File: src/rtl/exec_pkg.sv
// exec_pkg: shared constants and types for the execution-unit controller.
// Optional build macro used by the controller: MUL_EARLY_EXIT_EN.
package exec_pkg;

   // Default datapath width.
   localparam int EXEC_XLEN = 32;

   // alu_control encodings produced by the ALU decoder.
   localparam logic [2:0] ALU_ADD = 3'b000;
   localparam logic [2:0] ALU_SUB = 3'b001;
   localparam logic [2:0] ALU_AND = 3'b010;
   localparam logic [2:0] ALU_OR  = 3'b011;
   localparam logic [2:0] ALU_MUL = 3'b100;
   localparam logic [2:0] ALU_SLT = 3'b101;

   // Controller states.
   typedef enum logic [1:0] {
      ST_IDLE = 2'd0,
      ST_MUL  = 2'd1,
      ST_DONE = 2'd2
   } exec_state_t;

endpackage

File: src/rtl/alu_core.sv
// alu_core: purely combinational single-cycle operations.
// The multiply code and the unused codes 110/111 produce 0 here; the
// multiply itself is iterated by the controller.
module alu_core
   import exec_pkg::*;
#(
   parameter int XLEN = EXEC_XLEN
) (
   input  logic [2:0]      alu_control,
   input  logic [XLEN-1:0] a,
   input  logic [XLEN-1:0] b,
   output logic [XLEN-1:0] y
);

   // Select the operation result; all arithmetic wraps modulo 2^XLEN.
   always_comb begin
      y = '0;
      case (alu_control)
         ALU_ADD: y = a + b;
         ALU_SUB: y = a - b;
         ALU_AND: y = a & b;
         ALU_OR:  y = a | b;
         ALU_SLT: y = {{(XLEN-1){1'b0}}, ($signed(a) < $signed(b))};
         default: y = '0;
      endcase
   end

endmodule

File: src/rtl/exec_unit_ctrl.sv
// exec_unit_ctrl: valid/ready execution unit with single-cycle ALU ops and
// an iterative shift-add multiplier.
// Build macro MUL_EARLY_EXIT_EN: when defined, a multiply finishes as soon
// as the multiplier register has been shifted down to 0 (src_b==0 completes
// directly from IDLE). Results are identical either way; only latency differs.
//
// Handshake: an input op transfers on a rising edge where in_valid && in_ready;
// a result transfers on a rising edge where out_valid && out_ready. While a
// result waits (out_valid && !out_ready) result/zero are frozen.
module exec_unit_ctrl
   import exec_pkg::*;
#(
   parameter int XLEN = EXEC_XLEN
) (
   input  logic            clk,
   input  logic            rst,
   input  logic            in_valid,
   output logic            in_ready,
   input  logic [2:0]      alu_control,
   input  logic [XLEN-1:0] src_a,
   input  logic [XLEN-1:0] src_b,
   output logic            out_valid,
   input  logic            out_ready,
   output logic [XLEN-1:0] result,
   output logic            zero,
   output logic            busy,
   output logic            stall
);

   exec_state_t     r_state;
   logic [XLEN-1:0] r_result;
   logic [XLEN-1:0] r_mcand;
   logic [XLEN-1:0] r_mplier;
   logic [XLEN-1:0] r_acc;
   logic [5:0]      r_cnt;

   logic [XLEN-1:0] w_alu_y;
   logic [XLEN-1:0] w_acc_next;
   logic [XLEN-1:0] w_mplier_next;
   logic            w_in_ready;
   logic            w_accept;
   logic            w_start_mul;
   logic            w_mul_last;

   alu_core #(.XLEN(XLEN)) u_alu_core (
      .alu_control (alu_control),
      .a           (src_a),
      .b           (src_b),
      .y           (w_alu_y)
   );

   // Handshake and status decode; in_ready is held low while rst is high.
   always_comb begin
      w_in_ready = !rst && ((r_state == ST_IDLE) ||
                            ((r_state == ST_DONE) && out_ready));
      w_accept   = in_valid && w_in_ready;
   end

   assign in_ready  = w_in_ready;
   assign out_valid = (r_state == ST_DONE);
   assign busy      = (r_state != ST_IDLE);
   assign stall     = in_valid && !w_in_ready;
   assign result    = r_result;
   assign zero      = (r_result == '0);

   // One shift-add iteration and the decision whether it is the last one.
   always_comb begin
      w_acc_next    = r_mplier[0] ? (r_acc + r_mcand) : r_acc;
      w_mplier_next = r_mplier >> 1;
`ifdef MUL_EARLY_EXIT_EN
      w_mul_last  = (w_mplier_next == '0) || (r_cnt == 6'(XLEN-1));
      // A zero multiplier needs no iterations: the ALU path yields 0 for the mul code.
      w_start_mul = (alu_control == ALU_MUL) && (src_b != '0);
`else
      w_mul_last  = (r_cnt == 6'(XLEN-1));
      w_start_mul = (alu_control == ALU_MUL);
`endif
   end

   // Controller state, result register and multiplier datapath.
   always_ff @(posedge clk) begin
      if (rst) begin
         r_state  <= ST_IDLE;
         r_result <= '0;
         r_mcand  <= '0;
         r_mplier <= '0;
         r_acc    <= '0;
         r_cnt    <= '0;
      end else begin
         case (r_state)
            ST_IDLE, ST_DONE: begin
               if (w_accept) begin
                  if (w_start_mul) begin
                     r_mcand  <= src_a;
                     r_mplier <= src_b;
                     r_acc    <= '0;
                     r_cnt    <= '0;
                     r_state  <= ST_MUL;
                  end else begin
                     r_result <= w_alu_y;
                     r_state  <= ST_DONE;
                  end
               end else if ((r_state == ST_DONE) && out_ready) begin
                  r_state <= ST_IDLE;
               end
            end
            ST_MUL: begin
               r_acc    <= w_acc_next;
               r_mcand  <= r_mcand << 1;
               r_mplier <= w_mplier_next;
               r_cnt    <= r_cnt + 6'd1;
               if (w_mul_last) begin
                  r_result <= w_acc_next;
                  r_state  <= ST_DONE;
               end
            end
            default: r_state <= ST_IDLE;
         endcase
      end
   end

endmodule

File: config.mk
export PLATFORM = sky130hd
export DESIGN_NAME = exec_unit_ctrl
export DESIGN_NICKNAME = d
export VERILOG_FILES = /design/src/rtl/exec_pkg.sv /design/src/rtl/alu_core.sv /design/src/rtl/exec_unit_ctrl.sv
export SDC_FILE = /design/constraint.sdc
export NUM_CORES = 1
export LEC_CHECK = 0
export ABC_AREA = 1
export BUFFER_PORTS_ARGS = -buffer_cell sky130_fd_sc_hd__buf_2
export CORE_ASPECT_RATIO = 0.6
export CORE_MARGIN = 10
export CORE_UTILIZATION = 25
export CTS_BUF_LIST = sky130_fd_sc_hd__clkbuf_4 sky130_fd_sc_hd__clkbuf_8 sky130_fd_sc_hd__clkbuf_16
export DETAILED_ROUTE_END_ITERATION = 8
export HOLD_SLACK_MARGIN = 0.15
export PLACE_DENSITY = 0.37
export SLEW_MARGIN = 0
export SYNTH_ARGS = -nofsm -noshare
export SYNTH_HDL_FRONTEND = slang
export SYNTH_SLANG_ARGS = --single-unit
File: constraint.sdc
create_clock -name clk -period 6.2 [get_ports clk]
set_input_delay 1.24 -clock clk [delete_from_list [all_inputs] [get_ports clk]]
set_output_delay 1.24 -clock clk [all_outputs]
set_load 0.05 [all_outputs]
==> metrics <==
commonest non-fill, non-tap cell in the layout=nand2_1; area taken by multi-input logic gates=0.00954 mm²; crit-path max cell delay=~0.68 ns; largest cells by area after synthesis=dfxtp_1 19%, nand2_1 19%, ha_1 13%; GPL Wtd Cong=roughly 0.94; pin count of the biggest net entering global routing=between 80 and 90; synthesized instance count=2,365; status=finished clean; crit-path cells=nor4_1, nand4_1, nor2_1, buf_2; kind of critical path=register to output port; Post-synth EDFFs=0; Synth async-reset ratio=0%; CTS tree=yes; layout cell share with drive strength beyond 1=~8.6%; Reg2Reg Setup Slack=about 3.5 ns; startpoint types=register; Final Max Tran Viols=0; hold_buf cts=0; register area share after synthesis=19.5%; Slowest-stage cell, CP=nor4_1; Yosys Warn Count=0; Leak=7.53 nW; syn_nets=2,582; pre-CTS setup slack=2.24 ns; DR iter-0 viols=between 1,000 and 1,500; Req. time, crit path=slightly below 5 ns; worst r2r src=r_state[0]$_SDFFE_PP0P_; crit path time final=~3.7 ns; met2 usage in global routing=26.3%; setup tns final=0 ns; Post-synth top flop=dfxtp_1; WHS Endpoint=r_mplier[26]$_SDFFE_PP0P_; Nets=~2,600; Final setup viols=0; final hold vios=0; grt total ovfl=0; clock latency on the worst-skew pair=approximately 0.44 ns; post-synthesis average cell area=around 6 µm²; Setup WS post-layout=about 2.5 ns; Clock Sinks=136; Layout area overhead=11.8%; post-synth top area share=19.5%; Critical Path End Type=output port; antenna violations before repair=5; Overall Global Routing Usage=approximately a fifth; Via density=~5; wire length per cell=just over 20 µm; worst hold start=r_mplier[27]$_SDFFE_PP0P_; # Max-Cap Violations=0; First-pass DRT Iterations=5; Buf/Inv on CP=1; unique cell type count in the Yosys netlist=slightly below 50; slew margin rel.=29.6%; io pins=between 100 and 150; Hold Crit Class=register to register; area post-placement=0.0150 mm²; first element of the critical path=result[31]$_SDFFE_PP0P_; Post CTS Setup Buffer Count=0; CP Max Fanout=3; mapped cell area=0.0140 mm²; GR met1 Demand/Resource=30.4%; first-pass GRT wire length=about 96 mm; fillers=between 6,000 and 7,000; root buf cell=clkbuf_16; Seq cells post-synth=between 100 and 150; RSZ-0062 raised after global routing=no; Peak VDD IR=about 0.19 mV; post-route cell area=around 0.016 mm²; CTS clock-pin slew for the worst setup and hold paths=~0.060 ns; cts repair resizes=0; FMAX=about 270 MHz; Clock Path Buffers=2; Clock H-tree levels=4; worst slew pin tran=1.06 ns; R2R Path End=result[6]$_SDFFE_PP0P_; Initial Utilization=25.1%; number of port buffers=107; DPL Wire Length=around 52 mm; die height=203 µm; cts bufs inserted=17; Cells on Worst Hold Path=2; Vias=15,560; area leader, netlist=dfxtp_1; vias in the first global route=14,282; critical path data arrival time=~2.5 ns; number of remaining DRC errors=0; sequential cell area=~0.0027 mm²; PD cells=between 150 and 200 mW/mm²; # rows=67; overall routed net length=between 60 and 70 mm; Final ANT Viol Nets=0; met3 GRT Util=under 10%; grt peak-use layer=met1; most frequent cells in the layout=694 x nand2_1, 307 x inv_1, 189 x nor2_1, 177 x a21oi_1, 176 x nand3_1; Die ar.=roughly 0.066 mm²; Tcrit/Tclk final=between 60% and 70%; core area=0.0556 mm²; Reg2Reg Depth=11; crit-path leading delay family=simple AND/OR/NAND/NOR gates; die extent in x=325 µm; clock skew=approximately 0.011 ns
[worst register-to-register path: stages (launching register included)]
cell and delay [ns]:
dfxtp_1 0.40, inv_2 0.15, nor2_4 0.05, inv_4 0.51, o21ai_1 0.18, inv_1 0.16
nand2_1 0.10, inv_2 0.06, o21ai_2 0.05, inv_2 0.57, o21ai_0 0.22, a31oi_1 0.18
[synthesized netlist by cell type (all sizes together) (9+ instances only)]
master	instances
o21bai	17
ha	143
nand3b	12
nand3	179
clkbuf	38
o21ai	177
nor3	20
dfxtp	136
o22ai	15
nand4	21
a31oi	79
a21oi	185
or2	12
o211ai	9
nor4	12
inv	323
nor2	194
buf	58
nand2	703
[per-layer routing]
metal,wire length [µm],vias up
met1,34900,7236
met3,4890,26
li1,-,7787
met5,0,-
met2,24700,511
met4,465,0
[cells by family after synthesis]
kind of cell,after synthesis,share of synthesized area [%]
simple gates,1160,34.7
compound gates,497,19.8
buf+inv,420,12.4
fa+ha+maj,146,13.2
flops,136,19.5
xor+xnor,6,0.376
[flip-flops by register name (all words and copies together) (netlist names)]
name,count
result,32
r_mcand,32
r_state,2
r_mplier,32
r_acc,32
r_cnt,6
[report_power, final]
part | total, mW | internal, mW | leakage, nW | switching, mW
Sequential | 0.953 | 0.913 | 1.11 | 0.0404
Combinational | 0.895 | 0.237 | 6.14 | 0.658
Clock | 1.02 | 0.604 | 0.282 | 0.413
[area by class of cell]
type,count,area share [%]
inverter,324,7.80
tap,759,6.08
clock buffer,24,3.22
timing repair buffer,118,3.96
antenna,2,0.0320
multi-input combinational,1809,61.0
sequential,136,17.4
clock inverter,7,0.440
[metrics by stage]
step	hold WS, ns	instances	util [%]	total power, mW
4_1_cts	0.476	3177	28.1	2.89
5_1_grt	0.497	3177	28.1	3.02
2_1_floorplan	0.444	2365	-	1.54
3_3_place_gp	0.468	3146	27.1	1.86
3_5_place_dp	0.468	3146	27.1	1.86
6_report	0.475	3179	28.1	2.87
[worst max path at each step]
stage	to	slack, ns	depth (start not counted)
finish	zero	2.47	4
global route	r_mcand[10]$_SDFFE_PP0P_	2.43	8
CTS	zero	2.48	4
detailed placement	r_mplier[1]$_SDFFE_PP0P_	2.24	8
global placement	result[0]$_SDFFE_PP0P_	2.30	17
floorplan	stall	2.44	3
No activity file was read; power rests on OpenSTA's default activity.
